## config.mk

```make
export PLATFORM = sky130hd
export DESIGN_NAME = half_word_serializer_flat
export DESIGN_NICKNAME = d
export VERILOG_FILES = /design/src/rtl/half_word_serializer_if.sv /design/src/rtl/half_word_serializer.sv /design/src/flat_wrapper.sv
export SDC_FILE = /design/constraint.sdc
export NUM_CORES = 1
export LEC_CHECK = 0
export CORE_MARGIN = 5
export CORE_UTILIZATION = 30
export DETAILED_ROUTE_END_ITERATION = 6
export DONT_BUFFER_PORTS = 1
export PLACE_DENSITY = 0.46
export SLEW_MARGIN = 15
export SYNTH_ARGS = -nofsm -noshare
export SYNTH_HDL_FRONTEND = slang
export SYNTH_SLANG_ARGS = --single-unit
```

## constraint.sdc

```tcl
create_clock -name clk -period 1.6 [get_ports clk]
set_input_delay 0.16 -clock clk [delete_from_list [all_inputs] [get_ports clk]]
set_output_delay 0.16 -clock clk [all_outputs]
set_load 0.02 [all_outputs]
```

## src/rtl/half_word_serializer_if.sv

```systemverilog
// Narrow store link: 32-bit words in, 16-bit half-word beats out.
// master drives words and beat acceptance; slave is the serializer.
interface half_word_serializer_if;
   logic        in_valid;
   logic        in_ready;
   logic [31:0] in_word;
   logic        in_sext;
   logic        out_valid;
   logic        out_ready;
   logic [15:0] out_half;
   logic        out_last;
   logic        out_short;

   modport master (
      output in_valid,
      output in_word,
      output in_sext,
      output out_ready,
      input  in_ready,
      input  out_valid,
      input  out_half,
      input  out_last,
      input  out_short
   );

   modport slave (
      input  in_valid,
      input  in_word,
      input  in_sext,
      input  out_ready,
      output in_ready,
      output out_valid,
      output out_half,
      output out_last,
      output out_short
   );
endinterface

```

## src/rtl/half_word_serializer.sv

```systemverilog
// Splits 32-bit store words into low/high 16-bit beats; extension-redundant
// words go out as a single short beat that the receiver re-widens.
module half_word_serializer #(
   parameter bit COMPRESS = 1'b1
) (
   input  logic                         clk,
   input  logic                         reset,
   half_word_serializer_if.slave        bus,
   output logic                         busy,
   output logic [15:0]                  word_count
);

   typedef enum logic [1:0] {
      IDLE    = 2'd0,
      SEND_LO = 2'd1,
      SEND_HI = 2'd2
   } state_t;

   state_t      state_q, state_d;
   logic [15:0] hi_hold_q, hi_hold_d;
   logic [15:0] out_half_q, out_half_d;
   logic [15:0] word_count_q, word_count_d;
   logic        out_valid_q, out_valid_d;
   logic        out_last_q, out_last_d;
   logic        out_short_q, out_short_d;

   logic        in_ready;
   logic        in_fire;
   logic        out_fire;
   logic        compress;

   assign out_fire = out_valid_q && bus.out_ready;

   // Final-beat cycles also accept, so words stream with no bubble.
   assign in_ready = !reset &&
                     ((state_q == IDLE) || (out_fire && out_last_q));
   assign in_fire  = bus.in_valid && in_ready;

   assign compress = COMPRESS &&
                     (bus.in_word[31:16] ==
                      {16{bus.in_sext & bus.in_word[15]}});

   always_comb begin
      state_d      = state_q;
      hi_hold_d    = hi_hold_q;
      out_half_d   = out_half_q;
      word_count_d = word_count_q;
      out_valid_d  = out_valid_q;
      out_last_d   = out_last_q;
      out_short_d  = out_short_q;

      if (out_fire) begin
         if (out_last_q) begin
            word_count_d = word_count_q + 16'd1;
            state_d      = IDLE;
            out_valid_d  = 1'b0;
            out_last_d   = 1'b0;
            out_short_d  = 1'b0;
         end else begin
            state_d      = SEND_HI;
            out_half_d   = hi_hold_q;
            out_last_d   = 1'b1;
            out_short_d  = 1'b0;
         end
      end

      // Acceptance only happens from IDLE or a final beat, so it wins.
      if (in_fire) begin
         hi_hold_d   = bus.in_word[31:16];
         out_half_d  = bus.in_word[15:0];
         out_valid_d = 1'b1;
         state_d     = SEND_LO;
         out_last_d  = compress;
         out_short_d = compress;
      end
   end

   always_ff @(posedge clk or posedge reset) begin
      if (reset) begin
         state_q      <= IDLE;
         hi_hold_q    <= 16'h0000;
         out_half_q   <= 16'h0000;
         word_count_q <= 16'h0000;
         out_valid_q  <= 1'b0;
         out_last_q   <= 1'b0;
         out_short_q  <= 1'b0;
      end else begin
         state_q      <= state_d;
         hi_hold_q    <= hi_hold_d;
         out_half_q   <= out_half_d;
         word_count_q <= word_count_d;
         out_valid_q  <= out_valid_d;
         out_last_q   <= out_last_d;
         out_short_q  <= out_short_d;
      end
   end

   assign bus.in_ready  = in_ready;
   assign bus.out_valid = out_valid_q;
   assign bus.out_half  = out_half_q;
   assign bus.out_last  = out_last_q;
   assign bus.out_short = out_short_q;
   assign busy          = (state_q != IDLE);
   assign word_count    = word_count_q;

endmodule

```

## src/flat_wrapper.sv

```systemverilog
// flat-port wrapper written by rule: the top's interface ports become plain ports
module half_word_serializer_flat 
#(
   parameter bit COMPRESS = 1'b1
)
  (clk, reset, busy, word_count, bus_in_valid, bus_in_word, bus_in_sext, bus_out_ready, bus_in_ready, bus_out_valid, bus_out_half, bus_out_last, bus_out_short);
  half_word_serializer_if bus_i ();
  input  logic clk;
  input  logic reset;
  output logic busy;
  output logic [15:0] word_count;
  input wire logic [$bits(bus_i.in_valid)-1:0] bus_in_valid;
  input wire logic [$bits(bus_i.in_word)-1:0] bus_in_word;
  input wire logic [$bits(bus_i.in_sext)-1:0] bus_in_sext;
  input wire logic [$bits(bus_i.out_ready)-1:0] bus_out_ready;
  output wire logic [$bits(bus_i.in_ready)-1:0] bus_in_ready;
  output wire logic [$bits(bus_i.out_valid)-1:0] bus_out_valid;
  output wire logic [$bits(bus_i.out_half)-1:0] bus_out_half;
  output wire logic [$bits(bus_i.out_last)-1:0] bus_out_last;
  output wire logic [$bits(bus_i.out_short)-1:0] bus_out_short;
  assign bus_i.in_valid = bus_in_valid;
  assign bus_i.in_word = bus_in_word;
  assign bus_i.in_sext = bus_in_sext;
  assign bus_i.out_ready = bus_out_ready;
  assign bus_in_ready = bus_i.in_ready;
  assign bus_out_valid = bus_i.out_valid;
  assign bus_out_half = bus_i.out_half;
  assign bus_out_last = bus_i.out_last;
  assign bus_out_short = bus_i.out_short;
  half_word_serializer #(.COMPRESS(COMPRESS)) u_core (.clk(clk), .reset(reset), .bus(bus_i), .busy(busy), .word_count(word_count));
endmodule
```

==> run metrics <==
Setup Crit Path Kind=reg -> reg; post-route ant nets=0; Slowest-stage cell, CP=and3_1; Synth warnings=0; Area growth syn-to-layout=29.1%; Vias/cell=4.63; RePlAce Congestion=0.714; gr usage total=12.1%; crit path launch type=register; vias in the first global route=1914; CP max stage delay=0.36 ns; Post-synth EDFFs=0; Placed Area=2620 um^2; number of port buffers=0; Filler Cell Count=789; Worst Hold Launch=bus_out_ready; FF-to-FF setup slack=0.11 ns; Hold Path End=u_core.state_q[1]; Total Power=4.69 mW; Top delay family on crit path=simple AND/OR/NAND/NOR gates; minimum hold slack=0.0356 ns; Reg2Reg Depth=5; Worst-Margin Slew=0.442 ns; Worst Path Arrival=1.69 ns; CTS buffer count=5; vias=1806; Async S/R FF share, synth=100%; cell count after placement=349; cell chain of the critical path=and3_1, o211a_4, buf_12, a21oi_2, or2_1; CTS tree=yes; endpoints failing setup=0; DP Worst Slack=0.131 ns; pwr dens=1530 nW/um^2; first-pass GRT wire length=9.54 mm; RSZ-0062 raised after global routing=false; dpl hpwl=4.15 mm; Sink Count=53; Rel. slew slack=70.5%; period utilization=93.2%; clk buf depth=2; initial DRC count=47; starting density of the core=30.9%; hold depth=2; Syn Nets=274; FMAX=670 MHz; Mean Syn Cell Area=10.1 um^2; final setup TNS=0 ns; Leakage Power=1.46 nW; worst r2r dst=u_core.bus.out_last; Tmin final=1.49 ns; Reg area=1330 um^2; MaxCap Viol Count=0; Yosys reg bits=53; # diodes=0; outcome=complete, no violations; Pre-antenna DRT Iters=4; die area=9830 um^2; Design Area, Final=3080 um^2; # DRC=0; Syn Inst Count=236; sequential-to-total area share from yosys stat=55.6%; H-tree lvl count=2; root buffer cell=clkbuf_8; WL per Instance=14.6 um; Core Util, Final=39.8%; num rows=32; clock transition at the registers of the reported paths=0.11 ns; area of the multi-input gates=957 um^2; Final Non-Filler Cells=390; ys flop type=dfrtp_1; Yosys cell types=25; worst r2r src=u_core.bus.out_valid; Die Y=99.2 um; worst setup margin=0.109 ns; highest net fanout along the worst path=23; WP data required=1.79 ns; Hold Path Class=in -> reg; Pins Over Slew Limit=0; Syn Std Cell Area=2380 um^2; WL final=5.69 mm; chip width=99.2 um; core area=7730 um^2; antenna violations before repair=0; skew final=0.0140 ns; Nets=325; worst path bufs/invs=1; Worst VDD drop=608 uV; layout cells sized above 1=12.8%; Skew-Pair Late Insertion Delay=0.31 ns; Final Hold Fails=0; GRT overflow=0; largest net degree at the start of global routing=36; CP endpoint kind=register; io pins=74
[power by group]
group	internal (mW)	leakage [nW]	switching, mW	total, mW
Combinational	0.627	0.724	0.761	1.39
Clock	0.480	0.0603	0.476	0.956
Sequential	1.80	0.676	0.547	2.35
[routing by layer]
layer	vias up	track usage, %	share of wire (%)
met5	-	0	0
met4	0	2.94	0.63
met3	4	5.19	9.8
met2	57	18.8	45
met1	849	15.7	45
li1	896	-	-
[synth_stat cells (all sizes together) (3+ instances only)]
library cell / number / area share (%)
nand2: 78 / 12
dfrtp: 53 / 56
mux2i: 16 / 6.7
o21ai: 16 / 3.4
xnor2: 15 / 5.5
buf: 11 / 4.2
nand4: 10 / 2.6
nand3: 8 / 1.7
and3: 4 / 1.0
nor2: 4 / 0.63
nor4: 4 / 1.0
a21oi: 3 / 0.63
inv: 3 / 0.47
[logic make-up (layout without fill, tap and decap cells)]
logic type	after synthesis	in the layout	share of synthesized area (%)
buffers and inverters	14	66	4.72
and+or+nand+nor	114	114	20.9
muxes	16	16	6.72
adders and majority gates	1	1	0.525
xor gates and xnor gates	15	15	5.51
AOI/OAI and AO/OA	23	23	5.98
DFF	53	53	55.6
[worst max-delay path by stage]
stage                         start  slack, ns  cells past startpoint                       to
2_1_floorplan                 reset      -0.11                      5  u_core.bus.out_half[10]
3_3_place_gp   u_core.bus.out_valid       0.13                      5      u_core.bus.out_last
3_5_place_dp   u_core.bus.out_valid       0.13                      5      u_core.bus.out_last
4_1_cts           u_core.state_q[0]       0.03                      4             bus_in_ready
5_1_grt        u_core.bus.out_valid       0.01                      6   u_core.bus.out_half[0]
6_report       u_core.bus.out_valid       0.11                      5      u_core.bus.out_last
[cell usage in the layout, fill, tap and decap left out, drive strengths merged]
cell type,n
or2,2
clkinv,1
nand4,10
inv,3
o21ai,16
o211ai,1
nand3,8
nand2,78
ha,1
and3,4
dlygate4sd3,33
a221oi,1
and4,1
buf,22
or3,2
clkbuf,5
a21oi,3
clkinvlp,1
nor3,1
a31o,1
dfrtp,53
o211a,1
nor2,4
xnor2,15
bufinv,1
nor4,4
mux2i,16
[sequential cells by signal, summed over array words and instances, names as in the netlist]
| signal | flops |
|---|---|
| u_core.bus.out_half | 16 |
| u_core.word_count | 16 |
| u_core.hi_hold_q | 16 |
| u_core.bus.out_last | 1 |
| u_core.bus.out_short | 1 |
| u_core.state_q | 2 |
| u_core.bus.out_valid | 1 |
[what timing repair did]
| action | CTS | global route |
|---|---|---|
| gates resized for setup | 2 | 2 |
| buffers inserted | 0 | 0 |
| hold endpoints to repair | 85 | 0 |
| hold buffers | 33 | 0 |
| setup endpoints to repair | 1 | 2 |
[cell type report]
class	instances	area share, %
flip-flops and latches	53	43.1
multi-input cells	169	31.1
repair buffers	55	17.3
well taps	102	4.15
clock buffers	5	2.24
clock inverters	3	1.63
inverters	3	0.488
Power figures use the tool's default switching activity.
